[config.mk]
export PLATFORM = sky130hd
export DESIGN_NAME = text_grid_ctrl
export DESIGN_NICKNAME = d
export VERILOG_FILES = /design/src/rtl/text_pkg.sv /design/src/rtl/row_map.sv /design/src/rtl/text_grid_ctrl.sv
export SDC_FILE = /design/constraint.sdc
export NUM_CORES = 1
export LEC_CHECK = 0
export BUFFER_PORTS_ARGS = -buffer_cell sky130_fd_sc_hd__buf_2
export CAP_MARGIN = 15
export CORE_UTILIZATION = 50
export DETAILED_ROUTE_END_ITERATION = 10
export PLACE_DENSITY_LB_ADDON = 0.3
export RECOVER_POWER = 50
export SETUP_SLACK_MARGIN = 0.1
export SYNTH_ARGS = -nofsm -noshare
export SYNTH_HDL_FRONTEND = slang
export SYNTH_SLANG_ARGS = --single-unit
[constraint.sdc]
create_clock -name clk -period 7.18 [get_ports clk]
set_input_delay 0.359 -clock clk [delete_from_list [all_inputs] [get_ports clk]]
set_output_delay 0.359 -clock clk [all_outputs]
set_load 0.02 [all_outputs]
[src/rtl/text_pkg.sv]
// ============================================================================
// text_pkg : shared FSM state encoding, default grid geometry, row-wrap helper
// Revision : 1.0
// ============================================================================
`default_nettype none

package text_pkg;

  typedef enum logic [1:0] {
    IDLE      = 2'd0,
    SWEEP_ALL = 2'd1,
    SWEEP_ROW = 2'd2
  } state_e;

  localparam int COLS_DEFAULT      = 20;
  localparam int ROWS_DEFAULT      = 15;
  localparam int CELL_LOG2_DEFAULT = 5;

  // Inputs are both < rows, so a single conditional subtract replaces a modulo.
  function automatic int wrap_row(input int sum, input int rows);
    return (sum >= rows) ? (sum - rows) : sum;
  endfunction

endpackage

`default_nettype wire

[src/rtl/row_map.sv]
// ============================================================================
// row_map : logical-to-physical row translation for the circular top-row pointer
// Revision : 1.0
// ============================================================================
`default_nettype none

module row_map
  import text_pkg::*;
#(
  parameter int ROWS  = ROWS_DEFAULT,
  parameter int ROW_W = $clog2(ROWS)
) (
  input  logic [ROW_W-1:0] logical_i,
  input  logic [ROW_W-1:0] top_i,
  output logic [ROW_W-1:0] phys_o
);

  assign phys_o = ROW_W'(wrap_row(32'(logical_i) + 32'(top_i), ROWS));

endmodule

`default_nettype wire

[src/rtl/text_grid_ctrl.sv]
// ============================================================================
// text_grid_ctrl : character-grid RAM arbiter with occupancy bitmap and scrolling
// Revision : 1.0
// ============================================================================
`default_nettype none

module text_grid_ctrl
  import text_pkg::*;
#(
  parameter int COLS      = COLS_DEFAULT,
  parameter int ROWS      = ROWS_DEFAULT,
  parameter int CELL_LOG2 = CELL_LOG2_DEFAULT,
  parameter int DATA_W    = 8,
  localparam int COL_W    = $clog2(COLS),
  localparam int ROW_W    = $clog2(ROWS),
  localparam int RAM_AW   = ROW_W + COL_W
) (
  input  logic              clk,
  input  logic              rst,
  input  logic [9:0]        h_cnt,
  input  logic [8:0]        v_cnt,
  input  logic [ROW_W-1:0]  wr_row,
  input  logic [COL_W-1:0]  wr_col,
  input  logic [DATA_W-1:0] wr_data,
  input  logic              wr_erase,
  input  logic              wr_valid,
  output logic              wr_ready,
  input  logic              clear_req,
  input  logic              scroll_req,
  output logic              busy,
  output logic [RAM_AW-1:0] ram_addr,
  output logic [DATA_W-1:0] ram_wdata,
  output logic              ram_we,
  output logic              enable_word_display,
  output logic [ROW_W-1:0]  top_row
);

  localparam logic [RAM_AW-1:0] SWEEP_ALL_LAST = RAM_AW'(ROWS * (2 ** COL_W) - 1);
  localparam logic [RAM_AW-1:0] SWEEP_ROW_LAST = RAM_AW'(COLS - 1);

  state_e                      state_q, state_d;
  logic [RAM_AW-1:0]           cnt_q, cnt_d;
  logic [ROW_W-1:0]            top_q, top_d;
  logic [ROW_W-1:0]            sweep_row_q, sweep_row_d;
  logic [ROWS-1:0][COLS-1:0]   bitmap_q, bitmap_d;
  logic                        ewd_q, ewd_d;

  logic [ROW_W-1:0]            w_wr_phys;
  logic                        w_wr_in_range;
  logic                        w_wr_do;
  logic [9:0]                  w_cell_col_full;
  logic [8:0]                  w_cell_row_full;
  logic [COL_W-1:0]            w_cell_col;
  logic [ROW_W-1:0]            w_cell_row;
  logic [ROW_W-1:0]            w_disp_phys;
  logic                        w_disp_in_range;

  // Write path
  row_map #(.ROWS(ROWS), .ROW_W(ROW_W)) u_wr_map (
    .logical_i (wr_row),
    .top_i     (top_q),
    .phys_o    (w_wr_phys)
  );

  assign wr_ready      = (state_q == IDLE) && !clear_req && !scroll_req;
  assign w_wr_in_range = (32'(wr_row) < ROWS) && (32'(wr_col) < COLS);
  assign w_wr_do       = wr_valid && wr_ready && w_wr_in_range;

  // Display path
  assign w_cell_col_full = h_cnt >> CELL_LOG2;
  assign w_cell_row_full = v_cnt >> CELL_LOG2;
  assign w_disp_in_range = (32'(w_cell_col_full) < COLS) && (32'(w_cell_row_full) < ROWS);
  assign w_cell_col      = w_cell_col_full[COL_W-1:0];
  assign w_cell_row      = w_cell_row_full[ROW_W-1:0];

  row_map #(.ROWS(ROWS), .ROW_W(ROW_W)) u_disp_map (
    .logical_i (w_cell_row),
    .top_i     (top_q),
    .phys_o    (w_disp_phys)
  );

  // RAM port arbitration: sweeps, then writes, display read otherwise
  always_comb begin
    ram_we    = 1'b0;
    ram_wdata = '0;
    ram_addr  = {w_disp_phys, w_cell_col};
    case (state_q)
      SWEEP_ALL: begin
        ram_we   = 1'b1;
        ram_addr = cnt_q;
      end
      SWEEP_ROW: begin
        ram_we   = 1'b1;
        ram_addr = {sweep_row_q, cnt_q[COL_W-1:0]};
      end
      default: begin
        if (w_wr_do) begin
          ram_we    = 1'b1;
          ram_addr  = {w_wr_phys, wr_col};
          ram_wdata = wr_erase ? '0 : wr_data;
        end
      end
    endcase
  end

  always_comb begin
    state_d     = state_q;
    cnt_d       = cnt_q;
    top_d       = top_q;
    sweep_row_d = sweep_row_q;
    bitmap_d    = bitmap_q;
    case (state_q)
      SWEEP_ALL: begin
        cnt_d = cnt_q - 1'b1;
        if (cnt_q == '0) state_d = IDLE;
      end
      SWEEP_ROW: begin
        cnt_d = cnt_q - 1'b1;
        if (cnt_q[COL_W-1:0] == '0) state_d = IDLE;
      end
      IDLE: begin
        if (clear_req) begin
          bitmap_d = '0;
          top_d    = '0;
          cnt_d    = SWEEP_ALL_LAST;
          state_d  = SWEEP_ALL;
        end else if (scroll_req) begin
          // The old top row reappears as the new bottom row, so clear it.
          sweep_row_d       = top_q;
          bitmap_d[top_q]   = '0;
          top_d             = ROW_W'(wrap_row(32'(top_q) + 1, ROWS));
          cnt_d             = SWEEP_ROW_LAST;
          state_d           = SWEEP_ROW;
        end else if (w_wr_do) begin
          bitmap_d[w_wr_phys][wr_col] = !wr_erase;
        end
      end
      default: begin
        cnt_d   = SWEEP_ALL_LAST;
        state_d = SWEEP_ALL;
      end
    endcase
  end

  // A read stolen by a RAM write this cycle must not light the cell next cycle.
  always_comb begin
    ewd_d = 1'b0;
    if (w_disp_in_range && !ram_we) ewd_d = bitmap_q[w_disp_phys][w_cell_col];
  end

  always_ff @(posedge clk) begin
    if (!rst) begin
      state_q     <= SWEEP_ALL;
      cnt_q       <= SWEEP_ALL_LAST;
      top_q       <= '0;
      sweep_row_q <= '0;
      bitmap_q    <= '0;
      ewd_q       <= 1'b0;
    end else begin
      state_q     <= state_d;
      cnt_q       <= cnt_d;
      top_q       <= top_d;
      sweep_row_q <= sweep_row_d;
      bitmap_q    <= bitmap_d;
      ewd_q       <= ewd_d;
    end
  end

  assign busy                = (state_q != IDLE);
  assign top_row             = top_q;
  assign enable_word_display = ewd_q;

endmodule

`default_nettype wire

# After elaboration in Yosys (flattened, before gate mapping)
# Cells that the tools add are included.
# op_classes
magnitude_cmp,15
reduce_logical,26
bitwise,3
add_sub_neg,7
muxes,34
n_eq_ne,5
# ops
operator,count
2-to-1 mux 300 bit,3
AND 300 bit,1
bitwise mux 300 bit,1
inverter 300 bit,1
demux 20 bit (select 4 bit),2
binary-select mux 20 bit (select 4 bit),1
2-to-1 mux 20 bit,3
case mux 9 bit (2 select lines),2
2-to-1 mux 9 bit,3
2-to-1 mux 8 bit,3
2-to-1 mux 4 bit,5
"greater-or-equal comparator 5 x 4 -> 1 bit, second input constant",3
"less-than comparator 4 x 5 -> 1 bit, second input constant",3
"less-than comparator 5 x 6 -> 1 bit, second input constant",2
adder 4 x 4 -> 5 bit,2
logical AND 1 bit,10
"less-than comparator 5 bit, second input constant",2
zero test 9 bit,1
"subtractor 9 x 1 -> 9 bit, second input constant",1
"greater-or-equal comparator 4 x 1 -> 1 bit, second input constant",2
"less-than comparator 4 bit, second input constant",2
2-to-1 mux 2 bit,4
"subtractor 4 x 1 -> 4 bit, second input constant",2
case mux 2 bit (3 select lines),1
other kinds (19),30
# word_totals
output_inout_bits,25
inputBits,42
wordCells,110
ff_bits,320

# Depth between registers and ports, before layout
# depth
word_depth,11
mapped_depth,19
ltp_nobuf,15

# Modules after synthesis
# Synthesis repeated with hierarchy kept, for this count alone.
# hier_totals
cells_unflattened,2347
hier_area_um2,18049.8
# modules_own_cells
mod,area_per_inst_um2,seq_area_each_um2,instances,cells_per_inst
text_grid_ctrl,17536.8,6406.1,1,2297
row_map,256.5,0.0,2,25

# Least setup slack after synthesis
# OpenSTA, ideal clock, no wires.
# synth_timing
kind,register to register
startpoint,"reg top_q[0], in the netlist top_row[0]"
endpoint,"reg ewd_q, in the netlist enable_word_display"
setup_ps,62
t_required_ps,7118
period_less_slack_ps,4094
n_path_buf,4
path_slack_ps,3086
path_stages_with_launch,20
arrival_time_ps,4031
path_cell_list,dfxtp_1 -> ha_1 -> inv_1 -> fa_1 -> inv_1 -> ha_1 -> o21ai_2 -> o31ai_4 -> buf_12 -> xnor2_4 -> buf_8 -> buf_8 -> buf_6 -> nand2_1 -> nand3_1 -> o21ai_1 -> a221o_1 -> a2111oi_1 -> o221ai_1 -> nand3_1
# synth_via
elab_chain_len,7
elab_cells_between_ends,8
cone_classes,add/sub (2); order compare (1); mux (5)
# synth_lines
element,line_no,rtl
"start, declared",text_grid_ctrl.sv:43,"logic [ROW_W-1:0] top_q, top_d;"
"start signal, assigned",text_grid_ctrl.sv:162,top_q <= top_d;
adder 4 x 4 -> 5 bit (*),row_map.sv:18,"assign phys_o = ROW_W'(wrap_row(32'(logical_i) + 32'(top_i), ROWS));"
subtractor 4 x 1 -> 4 bit / greater-or-equal comparator 5 x 4 -> 1 bit (equally long branches),text_pkg.sv:21,return (sum >= rows) ? (sum - rows) : sum;
2-to-1 mux 4 bit (*),text_pkg.sv:21,
binary-select mux 20 bit (select 4 bit) (*),text_grid_ctrl.sv:148,if (w_disp_in_range && !ram_we) ewd_d = bitmap_q[w_disp_phys][w_cell_col];
2-to-1 mux 20 bit (not written as such) (*),text_grid_ctrl.sv:148,
binary-select mux 1 bit (select 5 bit) (*),text_grid_ctrl.sv:148,
2-to-1 mux 1 bit (not written as such) (*),text_grid_ctrl.sv:148,
"end signal, assigned",text_grid_ctrl.sv:165,ewd_q <= ewd_d;
"end, declared",text_grid_ctrl.sv:46,"logic ewd_q, ewd_d;"
# Every way passes the cells marked *; elsewhere a longest branch is shown, timed or not. The select of a mux whose other input is x is not followed.
# A chain may end at the register's enable or synchronous reset.

# Final worst setup path
# layout_timing
startpoint,reg state_q[0]
endpoint,reg bitmap_q[167] in the netlist's numbering
# layout_via
elab_chain_len,7
# layout_lines
element,line_no,rtl
"start, declared",text_grid_ctrl.sv:41,"state_e state_q, state_d;"
"start signal, assigned",text_grid_ctrl.sv:160,state_q <= state_d;
zero test 2 bit (*),"text_grid_ctrl.sv:65, text_grid_ctrl.sv:112",
logical AND 1 bit (2 in series),text_grid_ctrl.sv:65,assign wr_ready = (state_q == IDLE) && !clear_req && !scroll_req;
logical AND 1 bit (2 in series),text_grid_ctrl.sv:67,assign w_wr_do = wr_valid && wr_ready && w_wr_in_range;
nonzero test 3 bit (no line),--,
AND reduction 2 bit (no line) (*),--,
"end signal, assigned",text_grid_ctrl.sv:164,bitmap_q <= bitmap_d;
"end, declared",text_grid_ctrl.sv:45,"logic [ROWS-1:0][COLS-1:0] bitmap_q, bitmap_d;"
# Every way passes the cells marked *; elsewhere a longest branch is shown, timed or not.

==> run summary <==
CRITICAL PATH
----------------------------------------------------------------------------------------
Critical path cell sequence ............................................... inv_1 > ha_1 > nand2_1 > inv_1 > nand3_1 > a21oi_2 > clkbuf_1 > nand2b_1 > nor3_1 > nand2_1 > a21boi_0
CP Class .................................................................. flop to flop
R2R setup slack ...........................................................      1.20 ns
Worst Setup End Kind ......................................................         flop
CP required ...............................................................      7.64 ns
Largest stage delay on the critical path ..................................      2.25 ns
CP max stage cell ......................................................... sky130_fd_sc_hd__nor3_1
Worst endpoint data arrival time ..........................................      6.43 ns
Launching element type of the critical path ...............................         flop
Largest fanout of any net on the critical path ............................           21

SYNTHESIS
----------------------------------------------------------------------------------------
Summed instance area of the synthesized netlist ...........................   18,800 um2
Dominant cell type by area after synthesis ................................ sky130_fd_sc_hd__dfxtp_1
Number of synthesized register bits .......................................          320
Sequential element share of the synthesized area ..........................        34.1%
Warnings from Yosys .......................................................            0
Synth Net Count ...........................................................        2,630
Cell types with the largest area share after synthesis .................... sky130_fd_sc_hd__dfxtp_1, sky130_fd_sc_hd__o21ai_0, sky130_fd_sc_hd__a21oi_1
Portion of synthesized cell area occupied by the leading cell type ........        34.1%
Most used DFF post-synth .................................................. sky130_fd_sc_hd__dfxtp_1
Netlist cell types ........................................................           82
Fraction of registers with async set/reset ................................           0%
EDFF count, synth .........................................................            0
Count of mapped cells out of synthesis ....................................        2,565
Post-Syn Area per Cell ....................................................     7.33 um2

FLOORPLAN
----------------------------------------------------------------------------------------
Initial core utilization ..................................................        51.1%
Number of rows in the core area ...........................................           70
Area of the die ...........................................................   38,400 um2
Die extent in x ...........................................................       196 um
Vert. Die Dim .............................................................       196 um
Core Box Area .............................................................   36,800 um2
I/O pins ..................................................................           67

CELLS AND AREA
----------------------------------------------------------------------------------------
Number of standard cells in the layout, taps in and fillers out ...........        2,951
Number of fillers in the final layout .....................................        3,454
Relative area change from synthesis to final layout .......................        7.63%
Area used by multi-input combinational logic ..............................   11,300 um2
Number of antenna diodes ..................................................            0
Final Net Count ...........................................................        2,523
Share of post-route cells with drive strength above 1 .....................        8.54%
Footprint of the flip-flops and latches ...................................     6410 um2

ROUTE
----------------------------------------------------------------------------------------
Pre-Repair DR Iteration Count .............................................            6
Met3 Wirelength ...........................................................      8000 um
DRC violation count after routing .........................................            0
Wire length on met2 .......................................................    30,100 um
Vias post-DR ..............................................................       19,600
Average wire length per cell after detail routing .........................      23.0 um
Starting DRT DRC Count ....................................................        2,476
Highest signal layer in the routed design .................................         met4
Drt via density ...........................................................         6.63
Met1 Routed Length ........................................................    26,800 um
Residual antenna-violating net count after detailed routing ...............            0
Total length of routed wires ..............................................    67,800 um

CLOCK NETWORK
----------------------------------------------------------------------------------------
H-tree levels .............................................................            2
Total of hold buffers inserted after clock tree synthesis .................            0
Worst-path clk slew .......................................................      0.07 ns
TritonCTS clock tree ......................................................         done
Clk Latency, worst-skew pair ..............................................      0.55 ns
Post-CTS setup-driven buffer insertion count ..............................            0
Root cell of the clock tree ............................................... sky130_fd_sc_hd__clkbuf_16
Clock tree sinks ..........................................................          320
Number of gates resized after cts .........................................            0
Worst-case clock buffer depth .............................................            3
Inserted Clock Buffers ....................................................           36

TIMING
----------------------------------------------------------------------------------------
Worst clock skew ..........................................................    0.0245 ns
Total Negative Setup Slacks ...............................................         0 ns
Transition time of the tightest slew-check pin ............................      2.79 ns
RSZ-0062 raised after global routing ......................................           no
Number of hold-slack violations in the final timing report ................            0
Number of endpoints failing setup at the final stage ......................            0
Highest Clock Rate ........................................................      167 MHz
Max-slew headroom at the worst pin ........................................       -87.6%
Tmin final ................................................................      5.98 ns
Pins Over Slew Limit ......................................................           83
Share of the cycle needed by the critical path after routing ..............        83.2%

PLACEMENT
----------------------------------------------------------------------------------------
Total half-perimeter wirelength after legalization and detailed placement .    41,800 um
Number of placed instances with taps included .............................        2,886
Final GP Congestion .......................................................        0.968
Count of buffers from port buffering ......................................           56

GRT
----------------------------------------------------------------------------------------
Pin count of the biggest net entering global routing ......................          207
Aggregate global routing overflow .........................................            0
Number of global-route vias before repair .................................       17,900
First-pass GRT wire length ................................................   103,000 um
Initial antenna violation count ...........................................            0
Total Routing Usage GR ....................................................        34.2%

RUN
----------------------------------------------------------------------------------------
Max-capacitance violation count ...........................................            4

MIN PATH
----------------------------------------------------------------------------------------
Path class of the lowest-slack min-delay path ............................. primary input to flop

POWER
----------------------------------------------------------------------------------------
Peak ir drop on the vdd network ...........................................       205 uV
Power per Cell Area .......................................................   216 nW/um2
Leakage power .............................................................      6.91 nW

OUTCOME
----------------------------------------------------------------------------------------
Run status ................................................................ finished, violations left
Violated checks ........................................................... capacitance limit, slew limit

## kinds of logic after synthesis
family          after synthesis  synth area share, %
flops                       320                 34.1
compound gates             1126                 35.2
mux                          48                 3.57
simple gates                759                 18.7
fa+ha+maj                    24                 1.66
xor+xnor                      9                0.619
buf+inv                     279                 6.16
## path summary, 6_finish.rpt
path / startpoint / to / cells past startpoint
max: state_q[0] / bitmap_q[167] / 11
min: h_cnt[9] / enable_word_display / 3
max reg2reg: state_q[0] / bitmap_q[167] / 11
min reg2reg: bitmap_q[227] / bitmap_q[227] / 2
## flip-flops by register name, summed over array words and instances (netlist names)
| register | count |
|---|---|
| cnt_q | 9 |
| enable_word_display | 1 |
| bitmap_q | 300 |
| top_row | 4 |
| state_q | 2 |
| sweep_row_q | 4 |
## cells in the final DEF, fill, tap and decap left out, types with 9 or more instances in the layout
cell type	netlist	layout
sky130_fd_sc_hd__o21ai_0	443	442
sky130_fd_sc_hd__buf_4	4	43
sky130_fd_sc_hd__or2_2	22	21
sky130_fd_sc_hd__a21oi_1	336	335
sky130_fd_sc_hd__nor3_1	31	26
sky130_fd_sc_hd__a22oi_1	22	22
sky130_fd_sc_hd__buf_2	16	40
sky130_fd_sc_hd__inv_1	21	21
sky130_fd_sc_hd__and2_1	149	132
sky130_fd_sc_hd__ha_1	21	21
sky130_fd_sc_hd__nor2b_1	18	18
sky130_fd_sc_hd__dfxtp_1	320	320
sky130_fd_sc_hd__a31oi_1	27	27
sky130_fd_sc_hd__nand2b_1	12	12
sky130_fd_sc_hd__mux4_2	11	11
sky130_fd_sc_hd__a21boi_0	185	185
sky130_fd_sc_hd__clkbuf_16	0	38
sky130_fd_sc_hd__nor2_1	90	85
sky130_fd_sc_hd__clkbuf_1	214	32
sky130_fd_sc_hd__and2_0	0	17
sky130_fd_sc_hd__mux2i_1	26	23
sky130_fd_sc_hd__nand3_1	43	43
sky130_fd_sc_hd__clkbuf_8	0	9
sky130_fd_sc_hd__o211ai_1	10	10
sky130_fd_sc_hd__a311oi_1	12	12
sky130_fd_sc_hd__a211oi_1	17	17
sky130_fd_sc_hd__nand2_1	372	372
## cells in the mapped netlist, types with 17 or more instances
| cell type | instances |
|---|---|
| sky130_fd_sc_hd__a31oi_1 | 27 |
| sky130_fd_sc_hd__and2_1 | 149 |
| sky130_fd_sc_hd__or2_2 | 22 |
| sky130_fd_sc_hd__nand3_1 | 43 |
| sky130_fd_sc_hd__nand2_1 | 372 |
| sky130_fd_sc_hd__dfxtp_1 | 320 |
| sky130_fd_sc_hd__inv_1 | 21 |
| sky130_fd_sc_hd__ha_1 | 21 |
| sky130_fd_sc_hd__a211oi_1 | 17 |
| sky130_fd_sc_hd__o21ai_0 | 443 |
| sky130_fd_sc_hd__clkbuf_1 | 214 |
| sky130_fd_sc_hd__nor2_1 | 90 |
| sky130_fd_sc_hd__a22oi_1 | 22 |
| sky130_fd_sc_hd__a21oi_1 | 336 |
| sky130_fd_sc_hd__a21boi_0 | 185 |
| sky130_fd_sc_hd__mux2i_1 | 26 |
| sky130_fd_sc_hd__nor3_1 | 31 |
| sky130_fd_sc_hd__nor2b_1 | 18 |
## metal layers
| layer | global-route usage, % | vias to the layer above |
|---|---|---|
| met5 | 0 | - |
| met4 | 15.5 | 0 |
| met3 | 7.63 | 208 |
| met2 | 52.7 | 1172 |
| met1 | 45.5 | 9358 |
| li1 | - | 8819 |
## power by group
part           total (W)  leakage (nW)  internal (W)  switching [W]
clock network    0.00185         0.568       0.00106       0.000792
registers        0.00179          2.58       0.00178      0.0000106
logic           0.000726          3.77      0.000198       0.000528
## per-stage QoR
| step | worst slack, ns | utilization (%) | hold WS, ns | instance area, um2 | power, W |
|---|---|---|---|---|---|
| CTS | 1.64 | 55.2 | 0.186 | 20300 | 0.00435 |
| detailed placement | 1.65 | 52.1 | 0.473 | 19200 | 0.00253 |
| finish | 1.20 | 55.0 | 0.202 | 20200 | 0.00438 |
| global placement | 1.68 | 52.1 | 0.461 | 19200 | 0.00252 |
| floorplan | 3.09 | - | 0.444 | 18800 | 0.00231 |
| global route | 0.784 | 55.0 | 0.233 | 20200 | 0.00448 |
## critical path: cells and delay by family, from the launching register on
| family | cells | cell delay [ns] |
|---|---|---|
| AOI/OAI and AO/OA | 2 | 0.42 |
| adders and majority gates | 1 | 0.29 |
| and+or+nand+nor | 5 | 3.50 |
| DFF | 1 | 0.34 |
| buffers and inverters | 3 | 1.32 |
## cell type report
type,instances,share of cell area (%)
clock inverters,9,0.315
well taps,468,2.89
clock buffers,54,5.44
multi-input cells,1966,55.8
flip-flops and latches,320,31.7
repair buffers,113,3.45
inverters,21,0.390
Power figures use the tool's default switching activity.
